## config.mk

```make
export PLATFORM = sky130hd
export DESIGN_NAME = axi_err_slv
export DESIGN_NICKNAME = d
export VERILOG_FILES = /design/src/rtl/axi_err_slv.sv
export SDC_FILE = /design/constraint.sdc
export NUM_CORES = 1
export LEC_CHECK = 0
export ABC_AREA = 1
export BUFFER_PORTS_ARGS = -buffer_cell sky130_fd_sc_hd__buf_2
export CAP_MARGIN = 20
export CORE_AREA = 2 2 150 152
export CTS_BUF_LIST = sky130_fd_sc_hd__clkbuf_16
export CTS_CLUSTER_DIAMETER = 60
export DETAILED_ROUTE_END_ITERATION = 10
export DIE_AREA = 0 0 152 154
export GPL_ROUTABILITY_DRIVEN = 0
export HOLD_SLACK_MARGIN = 0.1
export SYNTH_ARGS = -nofsm -noshare
export SYNTH_HDL_FRONTEND = slang
export SYNTH_SLANG_ARGS = --single-unit
export TNS_END_PERCENT = 1
```

## constraint.sdc

```tcl
create_clock -name clk_i -period 2.4 [get_ports clk_i]
set_clock_uncertainty 0.1 [all_clocks]
set_input_delay 0.24 -clock clk_i [delete_from_list [all_inputs] [get_ports clk_i]]
set_output_delay 0.24 -clock clk_i [all_outputs]
set_load 0.03 [all_outputs]
```

## src/rtl/axi_err_slv.sv

```systemverilog
// AXI4 default slave: completes every write and read with DECERR so that stray accesses trap instead of hanging the bus.
// Optional faulting-address capture is enabled by defining AXI_ERR_SLV_ADDR_CAPTURE_EN.
module axi_err_slv #(
  parameter int                    ID_WIDTH   = 6,
  parameter int                    ADDR_WIDTH = 64,
  parameter int                    DATA_WIDTH = 64,
  parameter logic [DATA_WIDTH-1:0] RESP_DATA  = 64'hCA11_AB1E_BADC_AB1E
) (
  input  logic                    clk_i,
  input  logic                    rst_ni,
  input  logic [ID_WIDTH-1:0]     aw_id_i,
  input  logic [ADDR_WIDTH-1:0]   aw_addr_i,
  input  logic [7:0]              aw_len_i,
  input  logic                    aw_valid_i,
  output logic                    aw_ready_o,
  input  logic [DATA_WIDTH-1:0]   w_data_i,
  input  logic [DATA_WIDTH/8-1:0] w_strb_i,
  input  logic                    w_last_i,
  input  logic                    w_valid_i,
  output logic                    w_ready_o,
  output logic [ID_WIDTH-1:0]     b_id_o,
  output logic [1:0]              b_resp_o,
  output logic                    b_valid_o,
  input  logic                    b_ready_i,
  input  logic [ID_WIDTH-1:0]     ar_id_i,
  input  logic [ADDR_WIDTH-1:0]   ar_addr_i,
  input  logic [7:0]              ar_len_i,
  input  logic                    ar_valid_i,
  output logic                    ar_ready_o,
  output logic [ID_WIDTH-1:0]     r_id_o,
  output logic [DATA_WIDTH-1:0]   r_data_o,
  output logic [1:0]              r_resp_o,
  output logic                    r_last_o,
  output logic                    r_valid_o,
  input  logic                    r_ready_i,
  output logic [ADDR_WIDTH-1:0]   err_addr_o,
  output logic                    err_valid_o,
  input  logic                    err_clr_i
);

  localparam logic [1:0] RESP_DECERR = 2'b11;

  typedef enum logic [1:0] {W_IDLE = 2'b00, W_DATA = 2'b01, W_RESP = 2'b10} w_state_t;
  typedef enum logic {R_IDLE = 1'b0, R_BURST = 1'b1} r_state_t;

  w_state_t              w_state_r, w_state_s;
  r_state_t              r_state_r, r_state_s;
  logic [ID_WIDTH-1:0]   b_id_r;
  logic [ID_WIDTH-1:0]   r_id_r;
  logic [7:0]            r_cnt_r;
  logic                  aw_hs_s, w_hs_s, b_hs_s, ar_hs_s, r_hs_s;

  assign aw_hs_s = aw_valid_i && aw_ready_o;
  assign w_hs_s  = w_valid_i && w_ready_o;
  assign b_hs_s  = b_valid_o && b_ready_i;
  assign ar_hs_s = ar_valid_i && ar_ready_o;
  assign r_hs_s  = r_valid_o && r_ready_i;

  // Write FSM state and latched AW ID
  always_ff @(posedge clk_i or negedge rst_ni) begin
    if (!rst_ni) begin
      w_state_r <= W_IDLE;
      b_id_r    <= {ID_WIDTH{1'b0}};
    end else begin
      w_state_r <= w_state_s;
      if (aw_hs_s) begin
        b_id_r <= aw_id_i;
      end
    end
  end

  // Write FSM next state; burst end comes from w_last only
  always_comb begin
    w_state_s = w_state_r;
    case (w_state_r)
      W_IDLE:  if (aw_hs_s) w_state_s = W_DATA; else w_state_s = W_IDLE;
      W_DATA:  if (w_hs_s && w_last_i) w_state_s = W_RESP; else w_state_s = W_DATA;
      W_RESP:  if (b_hs_s) w_state_s = W_IDLE; else w_state_s = W_RESP;
      default: w_state_s = W_IDLE;
    endcase
  end

  // Write channel outputs decoded from the state register
  always_comb begin
    aw_ready_o = 1'b0;
    w_ready_o  = 1'b0;
    b_valid_o  = 1'b0;
    case (w_state_r)
      W_IDLE:  aw_ready_o = 1'b1;
      W_DATA:  w_ready_o  = 1'b1;
      W_RESP:  b_valid_o  = 1'b1;
      default: aw_ready_o = 1'b0;
    endcase
  end

  assign b_id_o   = b_id_r;
  assign b_resp_o = RESP_DECERR;

  // Read FSM state, latched AR ID and remaining-beat counter
  always_ff @(posedge clk_i or negedge rst_ni) begin
    if (!rst_ni) begin
      r_state_r <= R_IDLE;
      r_id_r    <= {ID_WIDTH{1'b0}};
      r_cnt_r   <= 8'd0;
    end else begin
      r_state_r <= r_state_s;
      if (ar_hs_s) begin
        r_id_r  <= ar_id_i;
        r_cnt_r <= ar_len_i;
      end else if (r_hs_s && (r_cnt_r != 8'd0)) begin
        r_cnt_r <= r_cnt_r - 8'd1;
      end
    end
  end

  // Read FSM next state; the beat taken at count 0 is the last one
  always_comb begin
    r_state_s = r_state_r;
    case (r_state_r)
      R_IDLE:  if (ar_hs_s) r_state_s = R_BURST; else r_state_s = R_IDLE;
      R_BURST: if (r_hs_s && (r_cnt_r == 8'd0)) r_state_s = R_IDLE; else r_state_s = R_BURST;
      default: r_state_s = R_IDLE;
    endcase
  end

  // Read channel outputs decoded from the state register
  always_comb begin
    ar_ready_o = 1'b0;
    r_valid_o  = 1'b0;
    r_last_o   = 1'b0;
    case (r_state_r)
      R_IDLE:  ar_ready_o = 1'b1;
      R_BURST: begin
        r_valid_o = 1'b1;
        r_last_o  = (r_cnt_r == 8'd0);
      end
      default: ar_ready_o = 1'b0;
    endcase
  end

  assign r_id_o   = r_id_r;
  assign r_data_o = RESP_DATA;
  assign r_resp_o = RESP_DECERR;

`ifdef AXI_ERR_SLV_ADDR_CAPTURE_EN
  logic [ADDR_WIDTH-1:0] err_addr_r;
  logic                  err_valid_r;
  logic                  unused_s;

  // First faulting address after a clear is held; AW wins a tie with AR
  always_ff @(posedge clk_i or negedge rst_ni) begin
    if (!rst_ni) begin
      err_addr_r  <= {ADDR_WIDTH{1'b0}};
      err_valid_r <= 1'b0;
    end else if (!err_valid_r && (aw_hs_s || ar_hs_s)) begin
      err_addr_r  <= aw_hs_s ? aw_addr_i : ar_addr_i;
      err_valid_r <= 1'b1;
    end else if (err_clr_i) begin
      err_valid_r <= 1'b0;
    end
  end

  assign err_addr_o  = err_addr_r;
  assign err_valid_o = err_valid_r;
  assign unused_s    = ^{w_data_i, w_strb_i, aw_len_i};
`else
  logic unused_s;

  assign err_addr_o  = {ADDR_WIDTH{1'b0}};
  assign err_valid_o = 1'b0;
  assign unused_s    = ^{w_data_i, w_strb_i, aw_len_i, aw_addr_i, ar_addr_i, err_clr_i};
`endif

endmodule

```

-- After elaboration in Yosys (flattened, before gate mapping)
Cells that the tools add are included.
- equality and inequality tests: 2
- reduce and logical (&&, ||, !) cells: 12
- mux-type cells: 15
- bitwise logic cells: 1
- add/subtract/negate cells: 1
- operators with widths (kind ; number):
    8-bit 2-to-1 mux ; 2
    1-bit 2-to-1 mux ; 9
    1-bit logical AND ; 8
    8-bit zero test ; 1
    8-bit nonzero test ; 1
    8-bit by 1-bit subtractor with 8-bit output (second input constant) ; 1
    2-bit one-hot mux with 3 select lines ; 1
    2-bit 2-to-1 mux ; 2
    2-bit by 1-bit == test with 1-bit output (second input constant) ; 1
    2-bit == test (second input constant) ; 1
    2-bit zero test ; 1
    1-bit one-hot mux with 2 select lines ; 1
    2-bit nonzero test ; 1
    1-bit NOT ; 1
- register bits after elaboration: 23
- input port bits: 237
- logic and storage cells: 36
- output and inout port bits: 151

-- Logic depth before layout (Yosys ltp)
- word-level depth: 6
- mapped depth: 10
- depth with buffers taken out: 9

-- Worst setup path before layout
No wires, ideal clock.
- path type: reg2out
- from: reg r_cnt_r[0]
- to: out r_last_o
- path slack: 0.699 ns
- stages on the path, launching flop included: 7
- buffers on the path: 0
- arrival: 1.361 ns
- required time: 2.060 ns
- cells stage by stage: dfrtp_1 -> inv_1 -> ha_1 -> inv_1 -> nor2_4 -> nand3_4 -> nor2_1
- word-level cells in the longest chain between the ends: 2
- RTL lines (element ; line ; text):
    start: declaration ; 50 ; logic [7:0] r_cnt_r;
    start signal: assignment ; 109 ; r_cnt_r <= ar_len_i;
    start signal: assignment ; 111 ; r_cnt_r <= r_cnt_r - 8'd1;
    8-bit zero test ; 135 ; r_last_o = (r_cnt_r == 8'd0);
    1-bit 2-to-1 mux ; 131 ; case (r_state_r)
    end: declaration ; 33 ; output logic r_last_o,
Every way passes these cells.

-- Worst setup path after layout
Ends and elaborated chain as after synthesis.

==> metrics.md <==
| Metric | Value |
|---|---|
| Final ANT Viol Nets | 0 |
| R2R Setup Slk | 730 ps |
| Ys Warns | 0 |
| Setup-failing EPs final | 0 |
| Synth Area in Simple Gates | 16.8% |
| Post-Synth XOR/XNOR Area | 0% |
| Port bufs | 45 |
| Die extent in y | 154 um |
| Hold_ws | 109 ps |
| Drt first-iter violations | 27 |
| Final Hold Fails | 0 |
| Met3 wirelength from detailed routing | 453 um |
| Worst setup path class | flop to primary output |
| Die X | 152 um |
| Number of synthesized register bits | 23 |
| Row count | 54 |
| Leak | 1.30 nW |
| Post_cts resized | 0 |
| Synth async-reset ratio | 100% |
| Pwr Density | 1030 nW/um2 |
| Clk sinks | 23 |
| Total track usage | 3.23% |
| I/O pin cnt | 388 |
| WP data arrival | 1630 ps |
| Commonest register cell after synthesis | dfrtp_1 |
| CTS Root Cell | clkbuf_16 |
| DRT Wirelength | 4180 um |
| Drc violations | 0 |
| Vias in the first global route | 1,150 |
| Fill cell count | 2,492 |
| Relative slew slack | 61.3% |
| Maximum number of pins on one net before global-route repair | 24 |
| Maximum clock rate | 0.508 GHz |
| Final Power | 2.49 mW |
| Area of the multi-input gates | 1040 um2 |
| Worst hold path class | input pin to flop |
| Hpwl dp | 3330 um |
| Clk slew on worst S/H paths | 70 ps |
| Overflow after GRT | 0 |
| Via density | 2.36 |
| # nets final | 568 |
| Time the worst path needs with I/O delays and setup | 1970 ps |
| FF+latch area | 576 um2 |
| Final Cycle Share | 82.0% |
| Wl on met1 | 1540 um |
| Initial antenna violation count | 2 |
| Synth cell count leaders | buf_4, nand2_1, dfrtp_1 |
| Synth top area share | 45.6% |
| CTS tree | built |
| Clock Latency Late Sink | 260 ps |
| Layout cells sized above 1 | 21.6% |
| Adder-cell share of the synthesized area | 0.567% |
| Critical Path RT | 2060 ps |
| IR drop worst, VDD | 0.362 mV |
| Unrepaired setup endpoints after global routing | no |
| H-tree depth | 1 |
| Crit-path max FO | 5 |
| Area contributors post-synth | buf_4, dfrtp_1, nand2_1 |
| Least-Margin Pin Slew | 581 ps |
| Core area | 21,700 um2 |
| Main combinational cell family by area after synthesis | buffers and inverters |
| Worst setup SP type | flop |
| WL per Instance | 6.86 um |
| Distinct cells, synth | 22 |
| Via count | 1,439 |
| Die ar. | 23,400 um2 |
| CTS buffer count | 3 |
| Crit. End Element | primary output |
| First-pass GRT wire length | 5980 um |
| Fin Setup TNS | 0 ps |
| Top Metal Used | met5 |
| Sequential area share after synthesis | 26.1% |
| Post-layout util | 11.1% |
| Max clock buf depth | 2 |
| Postcts setup bufs | 0 |
| Synth Area in Compound Gates | 4.25% |
| Top-count cell post-synth | buf_4 |
| Mapped Area | 2210 um2 |
| Post-synthesis mux area share | 3.06% |
| Cells after Synth | 278 |
| Area Overhead vs Synth | 9.18% |
| Pre-Repair DR Iteration Count | 4 |
| Area leader, netlist | buf_4 |
| Starting Density | 10.2% |
| Total of max-cap violations | 0 |
| Post-synth EDFFs | 0 |
| Mean post-synth cell area | 7.94 um2 |
| Met2 WL | 2160 um |
| Slew Limit Fails | 0 |
| Status | finished clean |
[worst paths after layout]
check / startpoint / to / depth (start not counted)
min in group asynchronous: rst_ni / r_id_o[1]$_DFFE_PN0P_ / 2
setup reg to reg: r_cnt_r[0]$_DFFE_PN0P_ / r_cnt_r[0]$_DFFE_PN0P_ / 9
hold reg to reg: r_id_o[3]$_DFFE_PN0P_ / r_id_o[3]$_DFFE_PN0P_ / 2
hold / removal: ar_id_i[4] / r_id_o[4]$_DFFE_PN0P_ / 3
max in group asynchronous: rst_ni / b_id_o[3]$_DFFE_PN0P_ / 2
setup / recovery: r_cnt_r[0]$_DFFE_PN0P_ / r_last_o / 7
[worst max-delay path, cell delays in order (launching register included)]
cell	delay, ps
dfrtp_1	400
inv_1	110
ha_1	210
inv_1	80
nor2_4	150
nand3_4	120
nor2_1	90
buf_2	200
[power breakdown]
| part | internal [mW] | total [mW] | switching, mW |
|---|---|---|---|
| logic | 0.385 | 1.41 | 1.02 |
| registers | 0.571 | 0.697 | 0.126 |
| clock network | 0.227 | 0.387 | 0.160 |
[metal layers]
metal | global-route usage, % | vias to the layer above
met5 | 0 | -
met4 | 0.801 | 2
met3 | 1.10 | 4
met2 | 5.92 | 113
met1 | 3.59 | 629
li1 | - | 691
[per-stage QoR]
stage	setup WS, ps	cells	area, um2
2_1_floorplan	699	409	2700
3_3_place_gp	700	598	2260
3_5_place_dp	704	598	2260
4_1_cts	404	609	2410
5_1_grt	271	609	2410
6_report	433	610	2410
[kinds of logic (layout without fill, tap and decap cells)]
family                     Yosys count  in the layout
DFF                                 23             23
adders and majority gates            1              1
buffers and inverters              151             71
muxes                                6              6
and+or+nand+nor                     81             81
other                                2            134
AOI/OAI and AO/OA                   14             14
[registers in the layout, indices dropped and copies added (netlist names)]
signal	flops
r_id_o	6
b_id_o	6
r_cnt_r	8
w_state_r	2
r_state_r	1
[timing repair]
action	CTS	global route
setup endpoints to repair	0	0
endpoints found under the hold margin	29	0
hold buffers	7	0
[cells in the final DEF (no fill, tap or decap)]
cell and instances:
nand2_1 51, dfrtp_1 23, o22a_2 1, nand2_2 4, o21ai_2 4, inv_2 1
a31oi_1 1, buf_2 45, clkbuf_16 3, clkinvlp_4 1, o31ai_1 1, a21oi_1 2
inv_1 13, nor2_1 10, ha_1 1, nand3_4 1, dlygate4sd3_1 7, o21ai_0 5
buf_4 1, nand2_4 2, conb_1 133, nand3_1 11, diode_2 1, mux2_2 6
nor2_4 2
[final cells by class]
| type | count | share of cell area (%) |
|---|---|---|
| antenna | 1 | 0.104 |
| clock buffer | 3 | 3.11 |
| clock inverter | 1 | 0.311 |
| inverter | 14 | 2.18 |
| multi-input combinational | 235 | 43.3 |
| sequential | 23 | 23.9 |
| tap | 280 | 14.5 |
| timing repair buffer | 53 | 12.6 |
Power figures use the tool's default switching activity.
